## config.mk

```make
export PLATFORM = sky130hd
export DESIGN_NAME = imm_encoder
export DESIGN_NICKNAME = d
export VERILOG_FILES = /design/src/rtl/imm_encoder.sv
export SDC_FILE = /design/constraint.sdc
export NUM_CORES = 1
export LEC_CHECK = 0
export ABC_AREA = 1
export CORE_UTILIZATION = 35
export DETAILED_ROUTE_END_ITERATION = 10
export PLACE_DENSITY = 0.67
export REMOVE_ABC_BUFFERS = 1
export SYNTH_ARGS = -nofsm -noshare
export SYNTH_HDL_FRONTEND = slang
export SYNTH_SLANG_ARGS = --single-unit
export TNS_END_PERCENT = 30
```

## constraint.sdc

```tcl
create_clock -name clk -period 3.54 [get_ports clk]
set_input_delay 0.708 -clock clk [delete_from_list [all_inputs] [get_ports clk]]
set_output_delay 0.708 -clock clk [all_outputs]
set_load 0.05 [all_outputs]
```

## src/rtl/imm_encoder.sv

```systemverilog
// imm_encoder: packs decoded instruction fields plus a signed immediate into an
// RV32I word after range/alignment checks, then writes the word to sequential
// instruction-memory addresses starting at BASE.
module imm_encoder #(
    parameter int unsigned ADDR_W = 8,
    parameter int unsigned BASE   = 0,
    parameter int unsigned DEPTH  = 256
) (
    input  logic              clk,
    input  logic              rst_n,
    input  logic              start,
    input  logic              in_valid,
    output logic              in_ready,
    input  logic [1:0]        src,
    input  logic [6:0]        opcode,
    input  logic [2:0]        funct3,
    input  logic [4:0]        rd,
    input  logic [4:0]        rs1,
    input  logic [4:0]        rs2,
    input  logic [31:0]       imm,
    input  logic              last,
    output logic              mem_we,
    output logic [ADDR_W-1:0] mem_addr,
    output logic [31:0]       mem_wdata,
    output logic [ADDR_W:0]   count,
    output logic              done,
    output logic              err,
    output logic [1:0]        err_code
);

    localparam logic [2:0] S_IDLE  = 3'd0;
    localparam logic [2:0] S_RUN   = 3'd1;
    localparam logic [2:0] S_WRITE = 3'd2;
    localparam logic [2:0] S_DONE  = 3'd3;
    localparam logic [2:0] S_ERR   = 3'd4;

    localparam logic [1:0] SRC_I = 2'd0;
    localparam logic [1:0] SRC_S = 2'd1;
    localparam logic [1:0] SRC_B = 2'd2;
    localparam logic [1:0] SRC_J = 2'd3;

    localparam logic [1:0] CODE_NONE  = 2'b00;
    localparam logic [1:0] CODE_RANGE = 2'b01;
    localparam logic [1:0] CODE_ALIGN = 2'b10;
    localparam logic [1:0] CODE_FULL  = 2'b11;

    logic [2:0]        state_q, state_d;
    logic [ADDR_W:0]   count_q, count_d;
    logic [ADDR_W-1:0] addr_q, addr_d;
    logic [31:0]       wdata_q, wdata_d;
    logic              last_q, last_d;
    logic              done_q, done_d;
    logic              err_q, err_d;
    logic [1:0]        code_q, code_d;

    logic [31:0]        enc_word;
    logic [1:0]         chk_code;
    logic signed [31:0] simm;
    logic               out_of_range;
    logic               accept;

    assign simm   = imm;
    assign accept = in_valid && (state_q == S_RUN);

    // Place immediate bits into the format-specific instruction slots
    always_comb begin
        enc_word = '0;
        unique case (src)
            SRC_I: enc_word = {imm[11:0], rs1, funct3, rd, opcode};
            SRC_S: enc_word = {imm[11:5], rs2, rs1, funct3, imm[4:0], opcode};
            SRC_B: enc_word = {imm[12], imm[10:5], rs2, rs1, funct3, imm[4:1], imm[11], opcode};
            SRC_J: enc_word = {imm[20], imm[10:1], imm[11], imm[19:12], rd, opcode};
            default: enc_word = '0;
        endcase
    end

    // Acceptance checks; full beats misaligned beats range
    always_comb begin
        out_of_range = 1'b0;
        unique case (src)
            SRC_I, SRC_S: out_of_range = (simm < -32'sd2048) || (simm > 32'sd2047);
            SRC_B:        out_of_range = (simm < -32'sd4096) || (simm > 32'sd4094);
            SRC_J:        out_of_range = (simm < -32'sd1048576) || (simm > 32'sd1048574);
            default:      out_of_range = 1'b0;
        endcase
        if (count_q == (ADDR_W+1)'(DEPTH)) begin
            chk_code = CODE_FULL;
        end else if (src[1] && imm[0]) begin
            chk_code = CODE_ALIGN;
        end else if (out_of_range) begin
            chk_code = CODE_RANGE;
        end else begin
            chk_code = CODE_NONE;
        end
    end

    // Next-state logic for the load sequencer
    always_comb begin
        state_d = state_q;
        count_d = count_q;
        addr_d  = addr_q;
        wdata_d = wdata_q;
        last_d  = last_q;
        done_d  = done_q;
        err_d   = err_q;
        code_d  = code_q;
        case (state_q)
            S_IDLE, S_DONE, S_ERR: begin
                if (start) begin
                    state_d = S_RUN;
                    count_d = '0;
                    done_d  = 1'b0;
                    err_d   = 1'b0;
                    code_d  = CODE_NONE;
                end
            end
            S_RUN: begin
                if (accept) begin
                    if (chk_code == CODE_NONE) begin
                        state_d = S_WRITE;
                        addr_d  = ADDR_W'(BASE) + count_q[ADDR_W-1:0];
                        wdata_d = enc_word;
                        last_d  = last;
                    end else begin
                        // Rejected word is dropped; memory-side registers keep old values
                        state_d = S_ERR;
                        err_d   = 1'b1;
                        code_d  = chk_code;
                    end
                end
            end
            S_WRITE: begin
                count_d = count_q + 1'b1;
                if (last_q) begin
                    state_d = S_DONE;
                    done_d  = 1'b1;
                end else begin
                    state_d = S_RUN;
                end
            end
            default: state_d = S_IDLE;
        endcase
    end

    // State registers, asynchronously cleared
    always_ff @(posedge clk or negedge rst_n) begin
        if (!rst_n) begin
            state_q <= S_IDLE;
            count_q <= '0;
            addr_q  <= '0;
            wdata_q <= '0;
            last_q  <= 1'b0;
            done_q  <= 1'b0;
            err_q   <= 1'b0;
            code_q  <= CODE_NONE;
        end else begin
            state_q <= state_d;
            count_q <= count_d;
            addr_q  <= addr_d;
            wdata_q <= wdata_d;
            last_q  <= last_d;
            done_q  <= done_d;
            err_q   <= err_d;
            code_q  <= code_d;
        end
    end

    assign in_ready  = (state_q == S_RUN);
    assign mem_we    = (state_q == S_WRITE);
    assign mem_addr  = addr_q;
    assign mem_wdata = wdata_q;
    assign count     = count_q;
    assign done      = done_q;
    assign err       = err_q;
    assign err_code  = code_q;

endmodule

```

==> results of run 1 <==
## flip-flops by register name, summed over array words and instances (netlist names)
register   cells
done           1
err_code       2
mem_addr       8
state_q        3
mem_wdata     32
err            1
count          9
last_q         1
## power by group through the flow
stage	clock (W)	sequential, W	combinational, W
global route	0.000589	0.00113	0.00236
floorplan	0	0.00188	0.000707
detailed placement	0	0.00111	0.00223
finish	0.000537	0.00110	0.00222
CTS	0.000557	0.00110	0.00224
global placement	0	0.00110	0.00221
## worst max-delay path by stage
| stage | from | endpoint | slack (ns) | cells after the start |
|---|---|---|---|---|
| after detailed placement | src[1] | mem_wdata[0] | 0.79 | 12 |
| after floorplan | count[0] | mem_wdata[0] | 0.77 | 10 |
| after CTS | state_q[1] | mem_we | 0.59 | 5 |
| final | state_q[1] | mem_we | 0.59 | 5 |
| after global placement | src[1] | mem_wdata[1] | 0.85 | 12 |
| after global routing | state_q[1] | mem_we | 0.49 | 5 |
## cells in the mapped netlist (all sizes together)
cell type	count	share of area
clkbuf	1	0.0011
o21ai	61	0.14
nand3	15	0.031
a211oi	1	0.0023
o22ai	4	0.0094
dfrtp	57	0.43
buf	9	0.030
nand4	7	0.013
clkinv	2	0.0023
a21oi	5	0.0075
nor3	3	0.0079
ha	2	0.0075
nor4	3	0.0056
or2	1	0.0019
nor2	34	0.044
o32ai	2	0.0053
a221oi	1	0.0026
mux2i	6	0.018
nand2	122	0.17
inv	66	0.074
## area by class of cell
class,count,area [sq um],share of cell area
Clock buffer,13,169,0.0354
Inverter,68,255,0.0534
Multi-Input combinational cell,267,1540,0.323
Sequential cell,57,1430,0.299
Tap cell,129,161,0.0338
Timing Repair Buffer,121,1220,0.256
## worst min-delay path: stages, from the launching register on
cell,delay [ns]
dfrtp_1,0.35
nand2_2,0.06
o21ai_2,0.04
## metal layers
layer	GRT usage	up-vias	wire [um]
met1	0.221	1318	3720
met5	0	-	0
met3	0.0499	6	449
li1	-	1509	-
met4	0.0509	0	68
met2	0.271	83	3470
## per-stage QoR
step / total power, W / area, sq um / utilization / instances / setup slack [ns]
2_1_floorplan: 0.00259 / 3220 / - / 392 / 0.770
4_1_cts: 0.00390 / 4780 / 0.517 / 655 / 0.587
3_5_place_dp: 0.00334 / 4610 / 0.499 / 642 / 0.788
6_report: 0.00385 / 4780 / 0.517 / 655 / 0.594
3_3_place_gp: 0.00331 / 4610 / 0.499 / 642 / 0.854
5_1_grt: 0.00408 / 4780 / 0.517 / 655 / 0.491
## cells by family after synthesis
group                      synth area share
and+or+nand+nor                       0.272
buffers and inverters                 0.108
AOI/OAI and AO/OA                     0.165
DFF                                   0.429
muxes                                0.0181
adders and majority gates           0.00752
==> flow_summary.toml, run 1 <==
[cts]
cts_setup_buffers = 0
clk_path_buf_depth = 2
clk_latency_ns = 0.33
cts_root_buf = "clkbuf_8"
cts.sinks = 57
cts-hold-fix-buffers = 0
cts_tree = "built"
clkTransAtPathRegs_ns = 0.06
htreeDepth = 3
cts_buffers = 9
ctsResizeCount = 0

[route]
via_count = 2916
antenna_left = 0
via_per_inst = 4.45
drc = 0
drt-initial-drc-count = 64
totalWireLength_mm = 7.71
dr.pass1.iters = 4
routedWlPerCell_um = 11.8

[grt]
track_usage = 0.169
antenna_found_initial = 0
grt_pass1_wl_mm = 13.1
overflow = 0
grt_start_max_net_pins = 47
first_global_vias = 2827

[pwr]
power.share.switching = 0.487
ir_drop_mv = 0.388
pwr-share-clk = 0.139
p_leak_nw = 2.20
p_seq_frac = 0.285
p_switching_w = 0.00188
p_comb_frac = 0.576
p_int_w = 0.00197
power.density_nw_per_um2 = 806

[critical_path]
cp.required_ns = 2.83
cp_num_buf_inv = 2
crit_fanout = 7
r2r_cells = 11
cpMostUsedCell = "nor2_1"
cp_cell_sequence = "nor2_1 -> nor2_1 -> nand2_1 -> inv_1 -> clkdlybuf4s50_1"
crit_family = "buffers and inverters"
critPathLaunchType = "flip-flop"
crit_type = "flip-flop to output pin"
endpoint_kind = "output pin"
rrSetupSlack_ns = 1.58
cpPeakStageDelay_ns = 0.85
r2r-end = "mem_wdata[0]"
crit_arrival_ns = 2.24
critPathSlowestCell = "clkdlybuf4s50_1"
reg2reg_from = "count[0]"

[floorplanning]
ioPinCount = 119
dieArea_sq_um = 9900
die_w_um = 99.5
start_util = 0.360
core_area_sq_um = 9240
rows = 35
die_y_um = 99.5

[place]
place_congestion = 0.891
dp_hpwl_mm = 6.08
port_buffers = 118

[layout]
final_nets = 590
drive_above_1_share = 0.217
fillCellCount = 874
num_antenna_cells = 0
area_growth_pct = 43.6
final_cell_mix = "clkdlybuf4s50_1 (117), nand2_1 (82), inv_1 (60)"
final_common_cell = "clkdlybuf4s50_1"

[worst_hold_path]
min_to = "mem_wdata[23]"
min_from = "mem_wdata[23]"
hold_path_class = "flip-flop to flip-flop"
holdPathStages = 2

[logic_synthesis]
netlist_area_sq_um = 3330
yosysWarningCount = 0
synth_area_per_cell_sq_um = 8.28
synth_cell_types = 30
synthCells = 402
seq_area_frac_synth = 0.429
synth-seq-cells = 57

[timing]
slew_violations = 0
fmax_mhz = 339
hold_viol = 0
timing.hold.ws_ns = 0.484
tns_ns = 0
period_share = 0.832
maxSlewHeadroom = 0.381
setup_violations = 0
rsz0062_at_grt = "false"
tightest_slew_ns = 0.929
finalCriticalPeriod_ns = 2.95
skew_ns = 0.00615

[outcome]
status = "finished clean"

[run]
cap_violations = 0
Power figures use the tool's default switching activity.
==> run 2: changes to the inputs <==
--- a/config.mk
+++ b/config.mk
@@ -8,7 +8,7 @@
 export ABC_AREA = 1
 export CORE_UTILIZATION = 35
 export DETAILED_ROUTE_END_ITERATION = 10
-export PLACE_DENSITY = 0.67
+export PLACE_DENSITY = 0.7
 export REMOVE_ABC_BUFFERS = 1
 export SYNTH_ARGS = -nofsm -noshare
 export SYNTH_HDL_FRONTEND = slang
==> constraint.sdc (replaced) <==
create_clock -name clk -period 2.4 [get_ports clk]
set_input_delay 0.48 -clock clk [delete_from_list [all_inputs] [get_ports clk]]
set_output_delay 0.48 -clock clk [all_outputs]
set_load 0.05 [all_outputs]
==> run 2 against run 1 <==
Against the previous run:
- design area increased by 3.1%
- via count is 6.4% higher
- non-clock buffer count up 11
- register-to-register slack got worse by 1.1 ns
- flip-flop and latch count did not move
- clock power increased by 68%
- routed wire length rose by 4.9%
- worst hold slack worse by 0.34 ns
==> flow_summary.toml, run 2 (synthesis gave the netlist of run 1 again) <==
[critical_path]
cp_cell_sequence = "nor2_1 -> nor2_1 -> nand2_1 -> inv_1 -> buf_4"
r2r_cells = 11
critPathLaunchType = "flip-flop"
critPathSlowestCell = "dfrtp_1"
cp.required_ns = 1.92
endpoint_kind = "output pin"
crit_type = "flip-flop to output pin"
cpPeakStageDelay_ns = 0.43
crit_arrival_ns = 1.65
crit_fanout = 7
cpMostUsedCell = "nor2_1"

[cts]
htreeDepth = 3
clk_path_buf_depth = 2
clkTransAtPathRegs_ns = 0.07
cts-hold-fix-buffers = 0
cts_tree = "built"
cts_root_buf = "clkbuf_8"
cts_buffers = 9
cts.sinks = 57
clk_latency_ns = 0.33

[layout]
drive_above_1_share = 0.237
final_common_cell = "clkdlybuf4s50_1"
num_antenna_cells = 0
final_cell_mix = "clkdlybuf4s50_1 (115), nand2_1 (82), inv_1 (60)"
largest_reg_flops = 32
area_growth_pct = 48.0
final_nets = 601
fillCellCount = 869

[route]
drc = 0
drt-initial-drc-count = 110
via_count = 3103
top_layer = "met4"
wl_met3_um = 505
antenna_left = 0
dr.pass1.iters = 5
met1_length_mm = 3.51
route.met2.wl_mm = 4.01
totalWireLength_mm = 8.08
via_per_inst = 4.65
routedWlPerCell_um = 12.1

[grt]
overflow = 0
grt_start_max_net_pins = 37
grt_pass1_wl_mm = 13.5
first_global_vias = 3003
antenna_found_initial = 0
track_usage = 0.172

[floorplanning]
die_w_um = 99.5
ioPinCount = 119
die_y_um = 99.5
rows = 35
dieArea_sq_um = 9900
start_util = 0.360
core_area_sq_um = 9240

[timing]
timing.hold.ws_ns = 0.148
fmax_mhz = 468
tns_ns = 0
maxSlewHeadroom = 0.606
skew_ns = 0.0110
slew_violations = 0
setup_violations = 0
period_share = 0.890
tightest_slew_ns = 0.591
hold_viol = 0
finalCriticalPeriod_ns = 2.13
rsz0062_at_grt = "false"

[pwr]
power.density_nw_per_um2 = 1180
ir_drop_mv = 0.481
p_leak_nw = 2.30

[outcome]
status = "finished clean"

[place]
place_congestion = 0.887
port_buffers = 118
dp_hpwl_mm = 6.41

[run]
cap_violations = 0

[worst_hold_path]
hold_path_class = "primary input to asynchronous set/reset pin"
run 2: cell types whose count changed in the layout (fill, tap and decap cells not counted):
cell | previous run | this run
buf_12 | 2 | 5
clkbuf_8 | 12 | 11
clkinv_2 | 0 | 2
dlymetal6s2s_1 | 0 | 1
bufinv_16 | 0 | 1
buf_4 | 1 | 10
clkdlybuf4s50_1 | 117 | 115
run 2: routing by layer:
metal,global-route usage,vias to the layer above
met5,0,-
met4,0.0441,0
met3,0.0513,9
met2,0.302,109
met1,0.206,1440
li1,-,1545
run 2: metrics by stage:
stage	total power, W	instances	area [sq um]	setup slack [ns]	utilization
after global placement	0.00491	653	4720	0.00725	0.511
after CTS	0.00589	668	4920	0.0273	0.532
after floorplan	0.00382	392	3220	-0.370	-
after global routing	0.00616	668	4920	0.125	0.533
after detailed placement	0.00497	653	4720	-0.0483	0.511
final	0.00583	668	4920	0.265	0.533
run 2: critical path, delay by kind of cell (launching register included):
kind	cells	cell delay, ns
and+or+nand+nor	3	0.40
buffers and inverters	2	0.50
DFF	1	0.43
run 2: area by class of cell:
class                   instances  area [sq um]  share of cell area
clock inverters                 3          40.0             0.00813
inverters                      68           255              0.0519
clock buffers                  12           155              0.0315
multi-input cells             267          1540               0.313
well taps                     129           161              0.0328
repair buffers                132          1340               0.273
flip-flops and latches         57          1430               0.290
run 2: timing repair:
action,4_1_cts,5_1_grt
resized for setup,0,1
setup buffers,0,0
endpoints found under the setup margin,0,1
run 2: final timing paths:
path	start	to	slack [ns]
worst max-delay path	state_q[1]	mem_we	0.27
worst min-delay path	rst_n	mem_wdata[7]	0.15
worst max register to register	count[0]	mem_wdata[23]	0.46
worst min register to register	err	err	0.47
max in group asynchronous	rst_n	mem_wdata[13]	1.66
min in group clk	err	err	0.47
run 2: report_power, final:
group / switching, W / internal, W / total (W) / leakage [nW]
logic: 0.00215 / 0.00116 / 0.00331 / 1.46
clock network: 0.000377 / 0.000527 / 0.000904 / 0.102
registers: 0.000281 / 0.00133 / 0.00161 / 0.738
total: 0.00281 / 0.00302 / 0.00583 / 2.30
==> run 3: changes to the inputs <==
--- a/config.mk
+++ b/config.mk
@@ -7,6 +7,7 @@
 export LEC_CHECK = 0
 export ABC_AREA = 1
 export CORE_UTILIZATION = 35
+export CTS_CLUSTER_DIAMETER = 30
 export DETAILED_ROUTE_END_ITERATION = 10
 export PLACE_DENSITY = 0.7
 export REMOVE_ABC_BUFFERS = 1
==> results of run 3 <==
The final DEF is identical to that of run 2; final timing and power are the same.
